==> src/rtl/grid_reader_if.sv <==
// Row stream bus between grid_reader and the LED-matrix/VGA row driver.
//   rowValid : row presented (master -> slave)
//   rowIndex : index of presented row (master -> slave)
//   rowData  : row contents, bit c = column c (master -> slave)
//   rowReady : consumer accepts the presented row (slave -> master)
interface grid_reader_if #(
   parameter int COLS = 16
);
   logic            rowValid;
   logic [3:0]      rowIndex;
   logic [COLS-1:0] rowData;
   logic            rowReady;

   modport master (
      output rowValid,
      output rowIndex,
      output rowData,
      input  rowReady
   );

   modport slave (
      input  rowValid,
      input  rowIndex,
      input  rowData,
      output rowReady
   );
endinterface

==> src/rtl/grid_reader.sv <==
// Frame reader for the cell board. A frame request snapshots the board and
// cursor state, then streams one row per handshake (row 0 first), with an
// optional blinking cursor bit XORed into the cursor's row.
//   clk       : clock, rising edge
//   reset     : synchronous, active-low
//   grid      : live board, grid[r][c] = row r, column c
//   cursorRow : cursor row
//   cursorCol : cursor column
//   cursorEn  : cursor overlay enable
//   start     : frame request, accepted only when idle
//   frameDone : one-cycle pulse after the last row transfers
//   busy      : high whenever a frame is in progress
//   row_bus   : row stream (rowValid/rowIndex/rowData out, rowReady in)
module grid_reader #(
   parameter int ROWS      = 16,
   parameter int COLS      = 16,
   parameter int BLINK_DIV = 25_000_000
) (
   input  logic                      clk,
   input  logic                      reset,
   input  logic [ROWS-1:0][COLS-1:0] grid,
   input  logic [3:0]                cursorRow,
   input  logic [3:0]                cursorCol,
   input  logic                      cursorEn,
   input  logic                      start,
   output logic                      frameDone,
   output logic                      busy,
   grid_reader_if.master             row_bus
);

   localparam int CNT_W = $clog2(BLINK_DIV);
   localparam logic [3:0]       LAST_ROW = 4'(ROWS - 1);
   localparam logic [CNT_W-1:0] CNT_MAX  = CNT_W'(BLINK_DIV - 1);

   typedef enum logic [1:0] {
      IDLE,
      SEND,
      DONE
   } state_t;

   state_t                    state_q;
   state_t                    state_d;
   logic                      accept;
   logic                      advance;

   logic [3:0]                row_cnt;
   logic [ROWS-1:0][COLS-1:0] snapshot;
   logic [3:0]                cur_row;
   logic [3:0]                cur_col;
   logic                      cur_en;
   logic                      cur_phase;

   logic [CNT_W-1:0]          blink_cnt;
   logic                      phase;

   logic [COLS-1:0]           mask;

   always_ff @(posedge clk) begin
      if (!reset) begin
         state_q   <= IDLE;
         row_cnt   <= '0;
         snapshot  <= '0;
         cur_row   <= '0;
         cur_col   <= '0;
         cur_en    <= 1'b0;
         cur_phase <= 1'b0;
         blink_cnt <= '0;
         phase     <= 1'b0;
      end else begin
         state_q <= state_d;

         // Blink generator runs in every state.
         if (blink_cnt == CNT_MAX) begin
            blink_cnt <= '0;
            phase     <= ~phase;
         end else begin
            blink_cnt <= blink_cnt + 1'b1;
         end

         // Everything the frame shows is frozen here, so later edits
         // to grid or cursor cannot tear the frame in flight.
         if (accept) begin
            snapshot  <= grid;
            cur_row   <= cursorRow;
            cur_col   <= cursorCol;
            cur_en    <= cursorEn;
            cur_phase <= phase;
            row_cnt   <= '0;
         end else if (advance) begin
            row_cnt <= row_cnt + 1'b1;
         end
      end
   end

   always_comb begin
      state_d = state_q;
      accept  = 1'b0;
      advance = 1'b0;
      case (state_q)
         IDLE: begin
            if (start) begin
               accept  = 1'b1;
               state_d = SEND;
            end
         end
         SEND: begin
            if (row_bus.rowReady) begin
               if (row_cnt == LAST_ROW) begin
                  state_d = DONE;
               end else begin
                  advance = 1'b1;
               end
            end
         end
         DONE: begin
            state_d = IDLE;
         end
         default: begin
            state_d = IDLE;
         end
      endcase
   end

   // A latched cursor row outside the board never equals row_cnt and a
   // column outside the board matches no bit, so neither produces overlay.
   always_comb begin
      mask = '0;
      for (int unsigned c = 0; c < COLS; c++) begin
         mask[c] = cur_en && cur_phase && (row_cnt == cur_row) && (cur_col == 4'(c));
      end
   end

   assign row_bus.rowValid = (state_q == SEND);
   assign row_bus.rowIndex = (state_q == SEND) ? row_cnt : '0;
   assign row_bus.rowData  = (state_q == SEND) ? (snapshot[row_cnt] ^ mask) : '0;
   assign frameDone        = (state_q == DONE);
   assign busy             = (state_q != IDLE);

endmodule

==> src/flat_wrapper.sv <==
// flat-port wrapper written by rule: the top's interface ports become plain ports
module grid_reader_flat 
#(
   parameter int ROWS      = 16,
   parameter int COLS      = 16,
   parameter int BLINK_DIV = 25_000_000
)
  (clk, reset, grid, cursorRow, cursorCol, cursorEn, start, frameDone, busy, row_bus_rowValid, row_bus_rowIndex, row_bus_rowData, row_bus_rowReady);
  grid_reader_if #(.COLS(COLS)) row_bus_i ();
  input  logic clk;
  input  logic reset;
  input  logic [ROWS-1:0][COLS-1:0] grid;
  input  logic [3:0] cursorRow;
  input  logic [3:0] cursorCol;
  input  logic cursorEn;
  input  logic start;
  output logic frameDone;
  output logic busy;
  output wire logic [$bits(row_bus_i.rowValid)-1:0] row_bus_rowValid;
  output wire logic [$bits(row_bus_i.rowIndex)-1:0] row_bus_rowIndex;
  output wire logic [$bits(row_bus_i.rowData)-1:0] row_bus_rowData;
  input wire logic [$bits(row_bus_i.rowReady)-1:0] row_bus_rowReady;
  assign row_bus_rowValid = row_bus_i.rowValid;
  assign row_bus_rowIndex = row_bus_i.rowIndex;
  assign row_bus_rowData = row_bus_i.rowData;
  assign row_bus_i.rowReady = row_bus_rowReady;
  grid_reader #(.ROWS(ROWS), .COLS(COLS), .BLINK_DIV(BLINK_DIV)) u_core (.clk(clk), .reset(reset), .grid(grid), .cursorRow(cursorRow), .cursorCol(cursorCol), .cursorEn(cursorEn), .start(start), .frameDone(frameDone), .busy(busy), .row_bus(row_bus_i));
endmodule
==> config.mk <==
export PLATFORM = sky130hd
export DESIGN_NAME = grid_reader_flat
export DESIGN_NICKNAME = d
export VERILOG_FILES = /design/src/rtl/grid_reader_if.sv /design/src/rtl/grid_reader.sv /design/src/flat_wrapper.sv
export SDC_FILE = /design/constraint.sdc
export NUM_CORES = 1
export LEC_CHECK = 0
export BUFFER_PORTS_ARGS = -buffer_cell sky130_fd_sc_hd__buf_2
export CAP_MARGIN = 10
export CORE_ASPECT_RATIO = 1.1
export CORE_MARGIN = 2
export CORE_UTILIZATION = 45
export CTS_CLUSTER_DIAMETER = 100
export DETAILED_ROUTE_END_ITERATION = 8
export PLACE_DENSITY = 0.65
export SYNTH_ARGS = -nofsm -noshare
export SYNTH_HDL_FRONTEND = slang
export SYNTH_SLANG_ARGS = --single-unit
==> constraint.sdc <==
create_clock -name clk -period 4.8 [get_ports clk]
set_clock_uncertainty 0.2 [all_clocks]
set_input_delay 0.24 -clock clk [delete_from_list [all_inputs] [get_ports clk]]
set_output_delay 0.24 -clock clk [all_outputs]
set_load 0.05 [all_outputs]
# Yosys cells after proc, flatten, opt, wreduce, memory -nomap -nowiden
# Cells that the tools add are included.
# word_totals
output_inout_bits,23
word_cells,90
regBits,298
in_bits,269
# classes
reduce_logical,24
n_bitwise,3
magnitude_cmp,1
n_mux,13
add_sub_neg,2
n_eq_ne,23
# op_table
op,n
16-bit binary-select mux with 4-bit select,1
4-bit == test (second input constant),9
16-bit two-way mux,2
25-bit by 1-bit adder with 25-bit output (second input constant),1
25-bit == test (second input constant),1
1-bit logical AND,18
4-bit by 3-bit == test with 1-bit output (second input constant),4
16-bit XOR,1
4-bit by 2-bit == test with 1-bit output (second input constant),2
2-bit two-way mux,3
4-bit by 5-bit < comparator with 1-bit output (second input constant),1
1-bit two-way mux,5
4-bit by 1-bit adder with 4-bit output (second input constant),1
4-bit by 1-bit == test with 1-bit output (second input constant),1
4-bit == test,1
4-bit logical NOT,1
4-bit two-way mux,1
2-bit by 1-bit != test with 1-bit output (second input constant),2
2-bit one-hot mux with 2 select lines,1
2-bit OR reduction,2
3-bit AND reduction,1
2-bit by 1-bit == test with 1-bit output (second input constant),1
2-bit == test (second input constant),1
2-bit logical NOT,1
3 further kinds,4

# Logic depth before layout (Yosys ltp)
# depth
ltp_word,5
mapped_depth,8
ltp_nobuf,5

# Worst setup path before layout
# No wires, ideal clock.
# synth_timing
path_kind,register -> output
from,register u_core.state_q[0]
to,output port row_bus_rowData[11]
path_slack_ns,2.084
path_stages_with_launch,6
required_ns,4.360
arrival_time_ns,2.276
n_path_buf,2
cell_sequence,dfxtp_1 > nor2b_1 > clkbuf_1 > clkbuf_1 > o41ai_1 > mux2i_1
# synth_via
elab_chain_cells,2
# synth_rtl
element,line,rtl
start: declaration,grid_reader.sv:41,state_t state_q;
start signal: assignment,grid_reader.sv:70,state_q <= state_d;
2-bit by 1-bit == test with 1-bit output,n/a,
named net row_bus_rowValid,flat_wrapper.sv:19,output wire logic [$bits(row_bus_i.rowValid)-1:0] row_bus_rowValid;
16-bit two-way mux,grid_reader.sv:135,assign row_bus.rowData = (state_q == SEND) ? (snapshot[row_cnt] ^ mask) : '0;
end: declaration,flat_wrapper.sv:21,output wire logic [$bits(row_bus_i.rowData)-1:0] row_bus_rowData;
# The timed path passes the listed nets, and every way through them passes these cells.

# Worst setup path after layout
# layout_timing
from,register u_core.row_cnt[1]
to,output port row_bus_rowData[3]
# layout_via
elab_chain_cells,5
word_cells_on_any_way,7
classes_between,eq/ne: 1; mux: 3; bitwise: 1; reduce/logical: 2
# layout_rtl
element,line,rtl
start: declaration,grid_reader.sv:46,logic [3:0] row_cnt;
start signal: assignment,grid_reader.sv:90,row_cnt <= row_cnt + 1'b1;
"parallel branches: the longest is 3 deep, another holds 16-bit binary-select mux with 4-bit select",n/a,
16-bit XOR *,grid_reader.sv:135,
16-bit two-way mux *,grid_reader.sv:135,
# Every way passes the cells marked *. The select of a mux whose other input is x is not followed.

==> summary.md <==
| Metric | Value |
|---|---|
| Synth Area per Inst | `approximately 8.3 sq um` |
| Pwr dens | `around 320 nW/um^2` |
| Sum Neg Setup Slack | `0 ps` |
| Root Buffer | `clkbuf_16` |
| # DRC | `0` |
| Hold_ws | `approximately 250 ps` |
| Post-CTS setup buffers | `0` |
| Mapped Area | `roughly 13000 sq um` |
| Largest net degree at the start of global routing | `around 190` |
| HPWL after DPL | `29.6 mm` |
| Total Wirelength | `45.4 mm` |
| Pwr Total | `approximately 5.9 mW` |
| Startpoint Class | `register` |
| Depth of the worst register-to-register path | `5` |
| CTS clk-pin slew, worst paths | `around 60 ps` |
| Layout cell share with drive strength beyond 1 | `between 20% and 30%` |
| Syn Inst Count | `approximately 1600` |
| Routability cong. | `~0.89` |
| Yosys reg bits | `298` |
| Final Util | `a little under two thirds` |
| Vias | `13291` |
| Post-synthesis sequential area ratio | `a little under half` |
| Worst Path Required | `between 4000 and 5000 ps` |
| Unrepaired setup endpoints after global routing | `no` |
| Die H | `approximately 180 um` |
| Hold Path Origin | `u_core.snapshot[59]$_SDFFE_PN0P_` |
| Worst skew pair latency | `about 560 ps` |
| Ys async rst share | `0%` |
| CP arrival | `3320 ps` |
| RR Endpoint | `u_core.snapshot[176]$_SDFFE_PN0P_` |
| Drt first-iter violations | `around 1300` |
| Yosys warns | `0` |
| First-pass iteration count of the detailed router | `6` |
| Core area | `~29000 sq um` |
| Wire per inst | `18.7 um` |
| Period utilisation layout | `around four fifths` |
| Via-to-Cell Ratio | `5.47` |
| Critical path launch point | `u_core.row_cnt[1]$_SDFFE_PP0P_` |
| Final Net Count | `between 2000 and 2500` |
| Commonest non-fill, non-tap cell in the layout | `nand2_1` |
| Minimum clock period | `approximately 3800 ps` |
| Hold EP | `u_core.snapshot[59]$_SDFFE_PN0P_` |
| Initial core utilization | `45.6%` |
| Number of global-route vias before repair | `approximately 13000` |
| Worst-path fanout max | `48` |
| Hold Fails Final Rpt | `0` |
| Crit-path cells | `buf_4 > mux4_2 > a22oi_1 > nand2_1 > mux2i_1 > buf_2` |
| Clk sinks | `between 200 and 300` |
| PortBufs | `roughly 290` |
| Post-synth cell types | `41` |
| Die area | `around 30000 sq um` |
| Commonest non-fill, non-tap cells in the layout | `nand2_1 (560), dfxtp_1 (296), buf_2 (291)` |
| GR Util All Layers | `between 20% and 30%` |
| CTS Buf Count | `31` |
| First-pass GRT wire length | `around 70 mm` |
| Worst Setup Path Type | `reg -> out` |
| FMAX | `around 0.27 GHz` |
| Area Growth Syn to Fin | `40.1%` |
| Max-slew violations | `0` |
| Headroom to the max-slew limit | `17.4%` |
| Max_cap viols | `0` |
| Die W | `between 150 and 200 um` |
| FP Rows | `between 60 and 70` |
| Synth Flop Type | `dfxtp_1` |
| I/O Pins | `roughly 290` |
| Type of destination of the critical path | `output pin` |
| # fillers | `2317` |
| CTS max path bufs | `3` |
| R2R setup slack | `around 2100 ps` |
| Setup Viol. Count Final | `0` |
| Largest stage delay, worst path | `roughly 880 ps` |
| Worst hold path depth | `2` |
| Mapped Nets | `~1800` |
| Status | `finished, final reports clean` |
| Initial antenna violation count | `2` |
| H-tree levels | `1` |
| Grt total ovfl | `0` |
| CTS tree | `built` |
| Slowest-stage cell, CP | `dfxtp_4` |
| R2R Path Start | `u_core.state_q[1]$_SDFFE_PN0P_` |
| Peak VDD IR | `~250 uV` |
| Worst Tran Pin Value | `roughly 1200 ps` |
| HP Class | `reg -> reg` |
| Number of synthesized flops with an enable pin | `0` |
| Lkg Pwr | `between 7 and 8 nW` |
| Post-DRT Antenna Nets | `0` |
## worst max-delay path by stage
stage / end / slack, ps / depth (start not counted)
2_1_floorplan: row_bus_rowData[11] / 2080 / 5
3_3_place_gp: row_bus_rowData[2] / 1640 / 6
3_5_place_dp: row_bus_rowData[15] / 1570 / 6
4_1_cts: row_bus_rowData[15] / 980 / 6
5_1_grt: row_bus_rowData[11] / 850 / 6
6_report: row_bus_rowData[3] / 1040 / 6
## sequential cells by signal (all words and copies together), names as in the netlist
signal and cells:
u_core.cur_row 4, u_core.cur_phase 1, u_core.row_cnt 4, u_core.cur_en 1
u_core.state_q 2, u_core.blink_cnt 25, u_core.cur_col 4, u_core.phase 1
u_core.snapshot 256
## metrics by stage
step                      instances  worst slack [ps]  instance area, sq um
after floorplan                1563              2080                 13000
after global placement         2100              1640                 14500
after detailed placement       2100              1570                 14500
after CTS                      2424               977                 18200
after global routing           2428               848                 18300
final                          2428              1040                 18300
## critical path, delay by kind of cell (launching register included)
family	cells	cell delay, ps
buf+inv	2	710
mux	2	840
flops	1	880
simple gates	1	90
compound gates	1	200
## kinds of logic after synthesis
kind of cell	count (synthesis)	share of synthesized area, %
AO/OA/AOI/OAI	344	14.5
XOR/XNOR	17	1.14
adder cells (fa/ha/maj)	2	0.192
buffers and inverters	141	4.82
flip-flops	298	45.7
multiplexers	81	12.4
AND/OR/NAND/NOR	680	21.3
## final cells by class
| cell class | count | area, sq um | share of cell area [%] |
|---|---|---|---|
| antenna | 2 | 5.00 | 0.0274 |
| inverter | 7 | 33.8 | 0.185 |
| sequential | 298 | 5970 | 32.7 |
| multi-input combinational | 1124 | 6460 | 35.4 |
| tap | 368 | 460 | 2.52 |
| clock buffer | 44 | 926 | 5.07 |
| timing repair buffer | 573 | 4290 | 23.5 |
| clock inverter | 12 | 120 | 0.657 |
## metal layers
layer | vias up | share of wire (%) | track usage, %
li1 | 6288 | - | -
met1 | 6242 | 43 | 40.1
met2 | 635 | 44 | 44.0
met3 | 126 | 7.8 | 4.60
met4 | 0 | 5.2 | 14.5
met5 | - | 0 | 0
## report_power, final
part	switching, mW	internal, mW	leakage, nW	total (mW)
Clock	0.987	1.44	0.521	2.43
Combinational	0.402	0.380	4.24	0.783
Sequential	0.0939	2.60	2.44	2.70
Total	1.48	4.43	7.20	5.91
## synthesized netlist by cell type (2+ instances only)
master    instances  area share (%)
nand2_1         561              16
dfxtp_1         298              46
a21oi_1         280              11
clkbuf_1         85             2.4
mux4_2           64              11
nor2_1           36             1.0
a22oi_1          31             1.8
buf_2            28             1.1
nand4_1          25             1.2
mux2i_1          17             1.3
o41ai_1          16             1.1
buf_1            11            0.32
nand3_1           9            0.35
xnor2_1           9            0.60
o21ai_0           8            0.31
or3_1             8            0.38
xor2_1            8            0.54
and2_1            7            0.34
buf_4             6            0.35
inv_1             6            0.17
o31ai_1           6            0.35
or4_1             6            0.35
and3_1            4            0.19
and4_1            4            0.27
nand2b_1          4            0.19
nor2b_1           4            0.19
nor3_1            4            0.15
or2_2             3            0.14
buf_12            2            0.31
ha_1              2            0.19
## timing repair
item,4_1_cts,5_1_grt
hold endpoints to repair,271,0
hold buffers,268,0
setup endpoints to repair,0,0
gates resized for setup,0,0
Note: power is estimated with default switching activity, not from simulation.
